## src/rtl/mem_access_unit.sv

```systemverilog
// MEM-stage load/store engine for a word-addressed data memory, RMW for byte/half stores.
// Define MAU_STATS_EN to add saturating load/store/error counters.
module mem_access_unit #(
  parameter int MEM_WORDS = 256
`ifdef MAU_STATS_EN
  , parameter int STAT_W = 16
`endif
) (
  input  logic              clk,
  input  logic              rst,
  input  logic              req_valid,
  output logic              req_ready,
  input  logic              req_write,
  input  logic [1:0]        req_size,
  input  logic              req_unsigned,
  input  logic [31:0]       req_addr,
  input  logic [31:0]       req_wdata,
  output logic              resp_valid,
  input  logic              resp_ready,
  output logic [31:0]       resp_rdata,
  output logic              resp_err,
  output logic              busy,
  output logic [31:0]       mem_addr,
  output logic [31:0]       mem_wdata,
  output logic              mem_read,
  output logic              mem_write,
  input  logic [31:0]       mem_rdata
`ifdef MAU_STATS_EN
  , output logic [STAT_W-1:0] stat_loads
  , output logic [STAT_W-1:0] stat_stores
  , output logic [STAT_W-1:0] stat_errs
`endif
);

  typedef enum logic [2:0] {
    IDLE, RD, WR, GAP, RESP
  } state_t;

  state_t      state, next;
  logic        write_q, uns_q, err_q;
  logic [1:0]  size_q;
  logic [31:0] addr_q, wdata_q, rdata_q;
  logic        bad, err_chk;
  logic [31:0] lane, ext, mask, ins, merged;

  always_comb begin
    unique case (req_size)
      2'b00:   bad = 1'b0;
      2'b01:   bad = req_addr[0];
      2'b10:   bad = |req_addr[1:0];
      default: bad = 1'b1;
    endcase
    err_chk = bad || (req_addr[31:2] >= 30'(MEM_WORDS));
  end

  // Lane offset in bits; aligned halves make addr*8 equal addr[1]*16
  always_comb begin
    lane = mem_rdata >> {addr_q[1:0], 3'b000};
    mask = '1;
    ins  = wdata_q;
    ext  = lane;
    unique case (size_q)
      2'b00: begin
        ext  = uns_q ? {24'b0, lane[7:0]} : {{24{lane[7]}}, lane[7:0]};
        mask = 32'h0000_00ff << {addr_q[1:0], 3'b000};
        ins  = {4{wdata_q[7:0]}};
      end
      2'b01: begin
        ext  = uns_q ? {16'b0, lane[15:0]} : {{16{lane[15]}}, lane[15:0]};
        mask = 32'h0000_ffff << {addr_q[1], 4'b0000};
        ins  = {2{wdata_q[15:0]}};
      end
      default: ;
    endcase
    merged = (mem_rdata & ~mask) | (ins & mask);
  end

  always_comb begin
    next       = state;
    req_ready  = 1'b0;
    resp_valid = 1'b0;
    mem_read   = 1'b0;
    mem_write  = 1'b0;
    unique case (state)
      IDLE: begin
        req_ready = 1'b1;
        if (req_valid) begin
          if (err_chk)
            next = RESP;
          else if (!req_write || req_size != 2'b10)
            next = RD;
          else
            next = WR;
        end
      end
      RD: begin
        mem_read = 1'b1;
        next     = write_q ? WR : RESP;
      end
      WR: begin
        mem_write = 1'b1;
        next      = GAP;
      end
      GAP: next = RESP;
      RESP: begin
        resp_valid = 1'b1;
        if (resp_ready) next = IDLE;
      end
      default: next = IDLE;
    endcase
  end

  always_ff @(posedge clk) begin
    if (rst) begin
      state   <= IDLE;
      write_q <= 1'b0;
      uns_q   <= 1'b0;
      err_q   <= 1'b0;
      size_q  <= 2'b00;
      addr_q  <= '0;
      wdata_q <= '0;
      rdata_q <= '0;
    end else begin
      state <= next;
      if (state == IDLE && req_valid) begin
        write_q <= req_write;
        uns_q   <= req_unsigned;
        err_q   <= err_chk;
        size_q  <= req_size;
        addr_q  <= req_addr;
        wdata_q <= req_wdata;
        rdata_q <= '0;
      end
      if (state == RD) begin
        if (write_q) wdata_q <= merged;
        else         rdata_q <= ext;
      end
    end
  end

  assign busy       = (state != IDLE);
  assign mem_addr   = {addr_q[31:2], 2'b00};
  assign mem_wdata  = wdata_q;
  assign resp_rdata = (state == RESP) ? rdata_q : '0;
  assign resp_err   = (state == RESP) && err_q;

`ifdef MAU_STATS_EN
  always_ff @(posedge clk) begin
    if (rst) begin
      stat_loads  <= '0;
      stat_stores <= '0;
      stat_errs   <= '0;
    end else if (state == RESP && resp_ready) begin
      if (err_q) begin
        if (~&stat_errs) stat_errs <= stat_errs + STAT_W'(1);
      end else if (write_q) begin
        if (~&stat_stores) stat_stores <= stat_stores + STAT_W'(1);
      end else begin
        if (~&stat_loads) stat_loads <= stat_loads + STAT_W'(1);
      end
    end
  end
`endif

endmodule

```

## config.mk

```make
export PLATFORM = sky130hd
export DESIGN_NAME = mem_access_unit
export DESIGN_NICKNAME = d
export VERILOG_FILES = /design/src/rtl/mem_access_unit.sv
export SDC_FILE = /design/constraint.sdc
export NUM_CORES = 1
export LEC_CHECK = 0
export BUFFER_PORTS_ARGS = -buffer_cell sky130_fd_sc_hd__buf_2
export CAP_MARGIN = 15
export CORE_MARGIN = 1.5
export CORE_UTILIZATION = 50
export CTS_CLUSTER_DIAMETER = 200
export DETAILED_ROUTE_END_ITERATION = 10
export HOLD_SLACK_MARGIN = 0.03
export PLACE_DENSITY = 0.81
export SYNTH_ARGS = -nofsm -noshare
export SYNTH_HDL_FRONTEND = slang
export SYNTH_SLANG_ARGS = --single-unit
```

## constraint.sdc

```tcl
create_clock -name clk -period 2.15 [get_ports clk]
set_input_delay 0.43 -clock clk [delete_from_list [all_inputs] [get_ports clk]]
set_output_delay 0.43 -clock clk [all_outputs]
set_load 0.01 [all_outputs]
```

==> flow_metrics.tcl, run 1 <==
set metrics [dict create \
    hold_violations 0 \
    crit_type "reg2out" \
    critPathMaxFanout 35 \
    die_w_um 107.9 \
    synth_top_cell_by_area "dfxtp_1" \
    cts-root-buf "clkbuf_8" \
    ant_nets 0 \
    syn_inst 665 \
    yosysWarnings 0 \
    critPathSlowestCell "dfxtp_4" \
    rows 38 \
    max_stage_delay_ns 0.43 \
    detail_route.vias_per_cell 5.616 \
    outcome "completed" \
    die_h_um 107.9 \
    cp-end-kind "output pin" \
    num_vias 5408 \
    cp-endpoint "resp_rdata[0]" \
    drv_cap 0 \
    cp.required_ns 1.72 \
    synth.area.top_cells "dfxtp_1 38%, a21oi_1 8.3%, mux2i_1 7.6%" \
    rrSetupSlack_ns 0.23 \
    yosys_register_bits 104 \
    slew_violations 0 \
    cts_buffer_depth 2 \
    ir_worst_vdd_mv 0.3817 \
    fillerInstances 1003 \
    arrival_ns 1.63 \
    drt_wl_total_mm 16.04 \
    critical_path_depth 5 \
    tritoncts "yes" \
    grt_usage_pct 27.89 \
    start_kind "flip-flop" \
    total_leakage_power_nw 3.055 \
    htreeDepth 3 \
    drtPass1Iterations 5 \
    dp_hpwl_mm 12.04 \
    port-buffer-count 203 \
    cts.sinks 104 \
    area_growth_pct 21.37 \
    avgSynthCellArea_um2 8.269 \
    fin_crit_ns 2.056 \
    timing.final.ws_setup_ns 0.09420 \
    layout.nets 922 \
    insertion_delay_ns 0.37 \
    hp-start "req_wdata[23]" \
    first_iter_violations 429 \
    cellPowerDensity_nw_per_um2 650.1 \
    fin_skew_ns 0.01507 \
    r2r_start "state[1]$_SDFFE_PP0P_" \
    cts_buffers 9 \
    drive_gt1_share_pct 33.41 \
    core_area_um2 10790 \
    grt_pass1_wl_mm 25.42 \
    ys_seq_area_share_pct 37.86 \
    grt_pass1_vias 5034 \
    period_share_pct 95.62 \
    dieArea_um2 11640 \
    cp_top_family "flip-flops" \
    diodes 0 \
    synth_edf_count 0 \
    grt-ovfl-total 0 \
    io_pins 206 \
    netlist_area_um2 5499 \
    post-synth-top-count-cell "dfxtp_1" \
    cp-startpoint "state[2]$_SDFFE_PP0P_" \
    gp_congestion 0.9036 \
    ff2ff_path_depth 4 \
    place_ws_ns 0.2690 \
    antenna_found_initial 0 \
    hold_ws_ns 0.2878 \
    synthDistinctLibCells 52 \
    initial_core_util_pct 50.95 \
    grt_max_degree 46 \
    crit_path_cell_trace "inv_1 -> nor3_4 -> buf_12 -> and2_1 -> buf_2" \
    synthTopCellsByCount "104 x dfxtp_1, 101 x nand2_1, 91 x a21oi_1, 42 x mux2i_1, 41 x nor2_1" \
    synth_top_cell_area_share_pct 37.86 \
    remaining_drc_errors 0 \
    timing.fmax_mhz 486.4 \
    clk_pin_slew_ns 0.11 \
    wl_per_cell_um 16.65 \
    ys.flop_type "dfxtp_1" \
    tightest_slew_ns 0.6778 \
    setup_violations 0 \
    slew_headroom_pct 54.81 \
    hp-class "in2reg" \
    async_reset_ff_share_pct 0 \
    post-cts-setup-buffers 0 \
    critPathBufInv 3 \
]
## placed cells by master (no fill, tap or decap), types with 10 or more instances in the layout
master,count
a211oi_1,20
a21oi_1,91
and2_1,33
buf_2,203
buf_4,23
clkbuf_8,10
dfxtp_1,103
mux2i_1,42
nand2_1,101
nor2_1,41
nor3_1,13
o221ai_1,13
## through the flow
stage	total power (W)	cell area (um^2)	setup TNS, ns	std cells	util (%)
after global routing	0.004528	6674	-0.03676	963	61.84
after floorplan	0.002655	5503	0	666	-
after global placement	0.002940	6429	0	947	59.56
final	0.004339	6674	0	963	61.84
after CTS	0.004350	6665	0	963	61.76
after detailed placement	0.002951	6429	0	947	59.56
## metal layers
metal,wire length (um),vias to the layer above,global-route usage [%]
li1,-,2642,-
met4,466,0,9.774
met1,6720,2485,35.30
met2,7553,244,46.82
met5,0,-,0
met3,1297,37,5.993
## power breakdown
group | internal [W] | switching [W]
clock network | 0.000707 | 0.000714
logic | 0.000348 | 0.000473
registers | 0.00202 | 0.0000773
## worst min-delay path: stages
cell and delay, ns:
buf_2 0.07, nand3_1 0.05, o211ai_1 0.07
## cell type report
cell class | instances | area (um^2) | area share, %
Tap cell | 140 | 175.2 | 2.625
Multi-Input combinational cell | 468 | 2923 | 43.79
Timing Repair Buffer | 228 | 1229 | 18.41
Inverter | 7 | 26.28 | 0.3937
Clock inverter | 6 | 97.59 | 1.462
Sequential cell | 104 | 2086 | 31.25
Clock buffer | 10 | 137.6 | 2.062
## worst min path at each step
stage                         endpoint  depth (start not counted)
2_1_floorplan       err_q$_SDFFE_PP0P_                          2
3_3_place_gp   addr_q[25]$_SDFFE_PP0P_                          2
3_5_place_dp    addr_q[8]$_SDFFE_PP0P_                          2
4_1_cts         addr_q[8]$_SDFFE_PP0P_                          3
5_1_grt         addr_q[2]$_SDFFE_PP0P_                          3
6_report                     flip-flop                          3
## what timing repair did
action,4_1_cts,5_1_grt
hold endpoints to repair,0,0
gates resized for setup,1,2
setup endpoints to repair,34,33
hold buffers,0,0
## cell families (layout without fill, tap and decap cells)
group / after synthesis / in the layout / synth area share (%)
xor+xnor: 1 / 1 / 0.1593
compound gates: 184 / 184 / 22.59
flops: 104 / 104 / 37.86
simple gates: 230 / 230 / 20.21
mux: 51 / 51 / 9.693
buf+inv: 94 / 251 / 9.420
other cells: 1 / 2 / 0.06819
Note: power is estimated with default switching activity, not from simulation.
==> run 2, diff against run 1 <==
--- a/config.mk
+++ b/config.mk
@@ -6,7 +6,7 @@
 export NUM_CORES = 1
 export LEC_CHECK = 0
 export BUFFER_PORTS_ARGS = -buffer_cell sky130_fd_sc_hd__buf_2
-export CAP_MARGIN = 15
+export CAP_MARGIN = 20
 export CORE_MARGIN = 1.5
 export CORE_UTILIZATION = 50
 export CTS_CLUSTER_DIAMETER = 200
==> constraint.sdc (replaced) <==
create_clock -name clk -period 2 [get_ports clk]
set_input_delay 0.4 -clock clk [delete_from_list [all_inputs] [get_ports clk]]
set_output_delay 0.4 -clock clk [all_outputs]
set_load 0.01 [all_outputs]
==> run 2 against run 1 <==
Combinational power up 18%. Total power up 4.1%. Clock power down 9%. Setup slack worse by 0.045 ns. Non-clock buffer count up 13. Worst hold slack worse by 0.023 ns. Cell count up 1.3%. Sequential power up 7%. Clock skew up 0.0025 ns. Flip-flop and latch count unchanged. Critical path type unchanged.
==> flow_metrics.tcl, run 2 (synthesis gave the netlist of run 1 again) <==
set metrics [dict create \
    max_stage_delay_ns 0.38 \
    antenna_found_initial 1 \
    tightest_slew_ns 0.6310 \
    dieArea_um2 11640 \
    tritoncts "yes" \
    port-buffer-count 203 \
    layout_common_cells "184 x buf_2, 101 x nand2_1, 101 x dfxtp_1" \
    crit_path_cell_trace "inv_4 -> nor3_4 -> buf_12 -> clkbuf_16 -> and2_4 -> buf_6" \
    cts_buffer_depth 2 \
    drive_gt1_share_pct 37.80 \
    switchingPower_w 0.001388 \
    drv_cap 0 \
    fin_crit_ns 1.951 \
    timing.fmax_mhz 512.5 \
    period_share_pct 97.56 \
    critPathMaxFanout 7 \
    gp_congestion 0.9054 \
    ant_nets 0 \
    first_iter_violations 498 \
    start_kind "flip-flop" \
    fin_skew_ns 0.01753 \
    grt-ovfl-total 0 \
    setup_violations 0 \
    wl_per_cell_um 17.94 \
    hold_buffers 0 \
    slew_violations 0 \
    cp-end-kind "output pin" \
    total_leakage_power_nw 3.184 \
    tns_ns 0 \
    area_growth_pct 28.03 \
    ir_worst_vdd_mv 0.3406 \
    grt_pass1_vias 5132 \
    cp_top_family "buffers and inverters" \
    hold_ws_ns 0.2647 \
    grt_usage_pct 28.47 \
    cp.required_ns 1.60 \
    final_common_cell "buf_2" \
    initial_core_util_pct 50.95 \
    cts.sinks 104 \
    cts-root-buf "clkbuf_8" \
    pwr-share-seq_pct 49.9 \
    power_frac_comb_pct 21.5 \
    arrival_ns 1.55 \
    num_vias 5684 \
    cellPowerDensity_nw_per_um2 641.5 \
    die_h_um 107.9 \
    die_w_um 107.9 \
    crit_type "reg2out" \
    diodes 0 \
    hold_violations 0 \
    clockPowerShare_pct 28.7 \
    insertion_delay_ns 0.37 \
    intPower_w 0.003128 \
    critPathSlowestCell "dfxtp_4" \
    rsz0062_at_grt "yes" \
    io_pins 206 \
    remaining_drc_errors 0 \
    clk_pin_slew_ns 0.10 \
    switching_share_pct 30.73 \
    core_area_um2 10790 \
    grt_max_degree 54 \
    cts_buffers 9 \
    drt_wl_total_mm 17.51 \
    critPathBufInv 4 \
    outcome "completed" \
    dp_hpwl_mm 12.03 \
    htreeDepth 3 \
    slew_headroom_pct 57.88 \
    detail_route.vias_per_cell 5.824 \
    grt_pass1_wl_mm 26.01 \
    drtPass1Iterations 5 \
    rows 38 \
    utilization_pct 65.23 \
    layout.nets 935 \
    hp-class "in2reg" \
]
==> run 2: changes by cell type in the layout (fill, tap and decap cells not counted), moves of 2 or more <==
cell       before  now
clkbuf_16       0    4
buf_6           0   20
and2_1         33   10
bufinv_16       2    0
buf_4          23   28
dfxtp_1       103  101
and2_4          0   23
buf_2         203  184
buf_12          2    4
==> run 2: layout make-up <==
cell class | count | area (um^2)
sequential | 104 | 2091
timing repair buffer | 241 | 1564
inverter | 7 | 28.78
tap | 140 | 175.2
fill | 888 | 3752
multi-input combinational | 468 | 2992
clock buffer | 11 | 151.4
clock inverter | 5 | 38.79
==> run 2: worst paths after layout <==
kind / start / to / slack, ns / cells after the start
setup reg to reg: state[0]$_SDFFE_PP0P_ / flip-flop / 0.13 / 5
hold / removal: req_addr[8] / addr_q[8]$_SDFFE_PP0P_ / 0.26 / 3
hold reg to reg: addr_q[26]$_SDFFE_PP0P_ / addr_q[26]$_SDFFE_PP0P_ / 0.46 / 2
setup / recovery: state[2]$_SDFFE_PP0P_ / resp_rdata[2] / 0.05 / 6
==> run 2: worst min-delay path, delay by kind of cell <==
kind | cells | cell delay (ns)
buf+inv | 1 | 0.09
compound gates | 1 | 0.05
simple gates | 1 | 0.04
==> run 2: what timing repair did <==
item	4_1_cts	5_1_grt
gates cloned	1	5
gates resized for setup	7	49
endpoints found under the setup margin	34	48
buffers inserted	3	5
pin swaps	1	6
==> run 2: per-stage QoR <==
step | total power (W) | instance area [um^2] | cells | setup WS [ns]
6_report | 0.004516 | 7041 | 976 | 0.04888
5_1_grt | 0.004709 | 7041 | 976 | -0.01168
4_1_cts | 0.004472 | 6710 | 967 | 0.005684
3_5_place_dp | 0.003178 | 6441 | 947 | 0.1114
3_3_place_gp | 0.003165 | 6441 | 947 | 0.2061
2_1_floorplan | 0.002854 | 5503 | 666 | 0.1046
==> run 2: metal layers <==
metal / share of wire [%] / wire [um] / track usage [%]
met4: 2.6 / 463 / 9.398
met3: 8.0 / 1398 / 6.719
met2: 49 / 8560 / 48.09
met5: 0.091 / 16 / 0
met1: 40 / 7066 / 35.65
==> run 2: power by group through the flow <==
stage	registers (W)	logic (W)	clock network (W)
2_1_floorplan	0.00230	0.000557	0
3_3_place_gp	0.00230	0.000867	0
3_5_place_dp	0.00230	0.000876	0
4_1_cts	0.00225	0.000907	0.00132
5_1_grt	0.00227	0.00105	0.00140
6_report	0.00225	0.000969	0.00129
==> run 3, diff against run 2 <==
--- a/config.mk
+++ b/config.mk
@@ -7,6 +7,7 @@
 export LEC_CHECK = 0
 export BUFFER_PORTS_ARGS = -buffer_cell sky130_fd_sc_hd__buf_2
 export CAP_MARGIN = 20
+export CORE_ASPECT_RATIO = 0.7
 export CORE_MARGIN = 1.5
 export CORE_UTILIZATION = 50
 export CTS_CLUSTER_DIAMETER = 200
==> run 3 against run 2 <==
Worst hold slack gained 0.022 ns. Cell area decreased by 2.0%. First-iteration DRC count is 18% higher. Via count up 0.11%. Largest cell class unchanged.
==> flow_metrics.tcl, run 3 (synthesis gave the netlist of run 1 again) <==
set metrics [dict create \
    crit_path_cell_trace "inv_4 -> nor3_4 -> buf_12 -> clkbuf_16 -> and2_1 -> buf_2" \
    ant_nets 0 \
    layout_common_cells "203 x buf_2, 101 x nand2_1, 101 x dfxtp_1" \
    grt_pass1_vias 5298 \
    cts_buffer_depth 2 \
    grt_pass1_wl_mm 26.81 \
    htreeDepth 3 \
    antenna_found_initial 0 \
    dpl_cell_area_um2 6446 \
    cellPowerDensity_nw_per_um2 739.1 \
    critPathSlowestCell "dfxtp_4" \
    dp_hpwl_mm 12.70 \
    rows 31 \
    rrSetupSlack_ns 0.12 \
    cp-end-kind "output pin" \
    drive_gt1_share_pct 34.94 \
    max_stage_delay_ns 0.40 \
    cp.required_ns 1.60 \
    initial_core_util_pct 52.32 \
    period_share_pct 99.25 \
    die_w_um 128.3 \
    tightest_slew_ns 0.6464 \
    crit_type "reg2out" \
    cts.sinks 104 \
    cts_buffers 9 \
    hp-start "req_addr[2]" \
    utilization_pct 65.66 \
    layout.nets 929 \
    hold_violations 0 \
    grt_usage_pct 28.89 \
    hp-class "in2reg" \
    remaining_drc_errors 0 \
    arrival_ns 1.58 \
    gp_congestion 0.9415 \
    diodes 0 \
    first_iter_violations 589 \
    timing.fmax_mhz 503.8 \
    total_leakage_power_nw 3.149 \
    whs_path_depth 3 \
    ir_worst_vdd_mv 0.5452 \
    fin_crit_ns 1.985 \
    post-route-cell-area_um2 6902 \
    critPathMaxFanout 8 \
    ff2ff_path_depth 5 \
    grt_max_degree 60 \
    hold_buffers 0 \
    critPathBufInv 4 \
    dieArea_um2 11650 \
    drtPass1Iterations 5 \
    slew_violations 0 \
    start_kind "flip-flop" \
    drt_wl_total_mm 17.69 \
    place_inst 956 \
    port-buffer-count 203 \
    tritoncts "yes" \
    insertion_delay_ns 0.35 \
    detail_route.vias_per_cell 5.818 \
    outcome "completed" \
    cp_top_family "buffers and inverters" \
    area_growth_pct 25.51 \
    final_common_cell "buf_2" \
    instances_no_fill 978 \
    die_h_um 90.74 \
    grt-ovfl-total 0 \
    hold_path_end "addr_q[2]$_SDFFE_PP0P_" \
    cts-root-buf "clkbuf_16" \
    fin_skew_ns 0.006088 \
    num_vias 5690 \
    drv_cap 0 \
    slew_headroom_pct 56.90 \
    r2r_start "state[2]$_SDFFE_PP0P_" \
    wl_per_cell_um 18.09 \
    clk_pin_slew_ns 0.07 \
    io_pins 206 \
    core_area_um2 10510 \
    r2r_end "state[1]$_SDFFE_PP0P_" \
    setup_violations 0 \
]
==> run 3: changes by cell type in the layout (fill, tap and decap cells not counted), sizes merged <==
| cell | before | now |
|---|---|---|
| buf | 237 | 233 |
| bufinv | 0 | 2 |
| clkbuf | 15 | 11 |
| clkinv | 2 | 3 |
| inv | 9 | 8 |
==> run 3: cell type report <==
class	count	area (um^2)
fillers	879	3610
multi-input cells	468	2947
flip-flops and latches	104	2088
repair buffers	235	1333
clock buffers	9	225.2
well taps	148	185.2
clock inverters	7	95.09
inverters	7	28.78
==> run 3: worst register-to-register path, cell delays in order (launching register included) <==
cell,delay [ns]
dfxtp_4,0.38
buf_4,0.17
or4b_4,0.58
buf_4,0.27
nor3_1,0.26
a32o_1,0.17
==> run 3: power breakdown <==
part	total, W	leakage [nW]	internal, W	switching, W
registers	0.00225	0.853	0.00217	0.0000802
logic	0.000946	2.14	0.000404	0.000543
clock network	0.00190	0.156	0.00110	0.000804
total	0.00510	3.15	0.00367	0.00143
==> run 3: how the worst max path moves through the flow <==
stage                     depth (start not counted)                  start  slack, ns             end
final                                             6  state[2]$_SDFFE_PP0P_       0.02  resp_rdata[23]
after floorplan                                   5  state[2]$_SDFFE_PP0P_       0.10  resp_rdata[22]
after global placement                            5  state[2]$_SDFFE_PP0P_       0.21  resp_rdata[31]
after global routing                              6  state[2]$_SDFFE_PP0P_      -0.02  resp_rdata[31]
after CTS                                         4  state[1]$_SDFFE_PP0P_       0.03  resp_rdata[31]
after detailed placement                          5  state[2]$_SDFFE_PP0P_       0.12       flip-flop
==> run 3: metrics by stage <==
step | total power [W] | hold slack [ns] | TNS, ns | worst slack [ns]
after floorplan | 0.002854 | 0.4317 | 0 | 0.1046
after global routing | 0.005290 | 0.2878 | -0.2760 | -0.02376
after global placement | 0.003153 | 0.4393 | 0 | 0.2089
after CTS | 0.005057 | 0.2873 | 0 | 0.02756
after detailed placement | 0.003180 | 0.4451 | 0 | 0.1199
final | 0.005101 | 0.2866 | 0 | 0.01509
==> run 3: what timing repair did <==
item / CTS / global route
gates resized for setup: 2 / 11
endpoints found under the setup margin: 34 / 67
cloned: 0 / 3
setup buffers: 1 / 2
pin swaps: 1 / 1
==> run 3: metal layers <==
metal | vias to the layer above | wire [um] | track usage, %
met5 | - | 0 | 0
met4 | 0 | 284 | 8.989
met3 | 29 | 1979 | 6.931
met2 | 324 | 8192 | 45.88
met1 | 2689 | 7232 | 38.75
li1 | 2648 | - | -
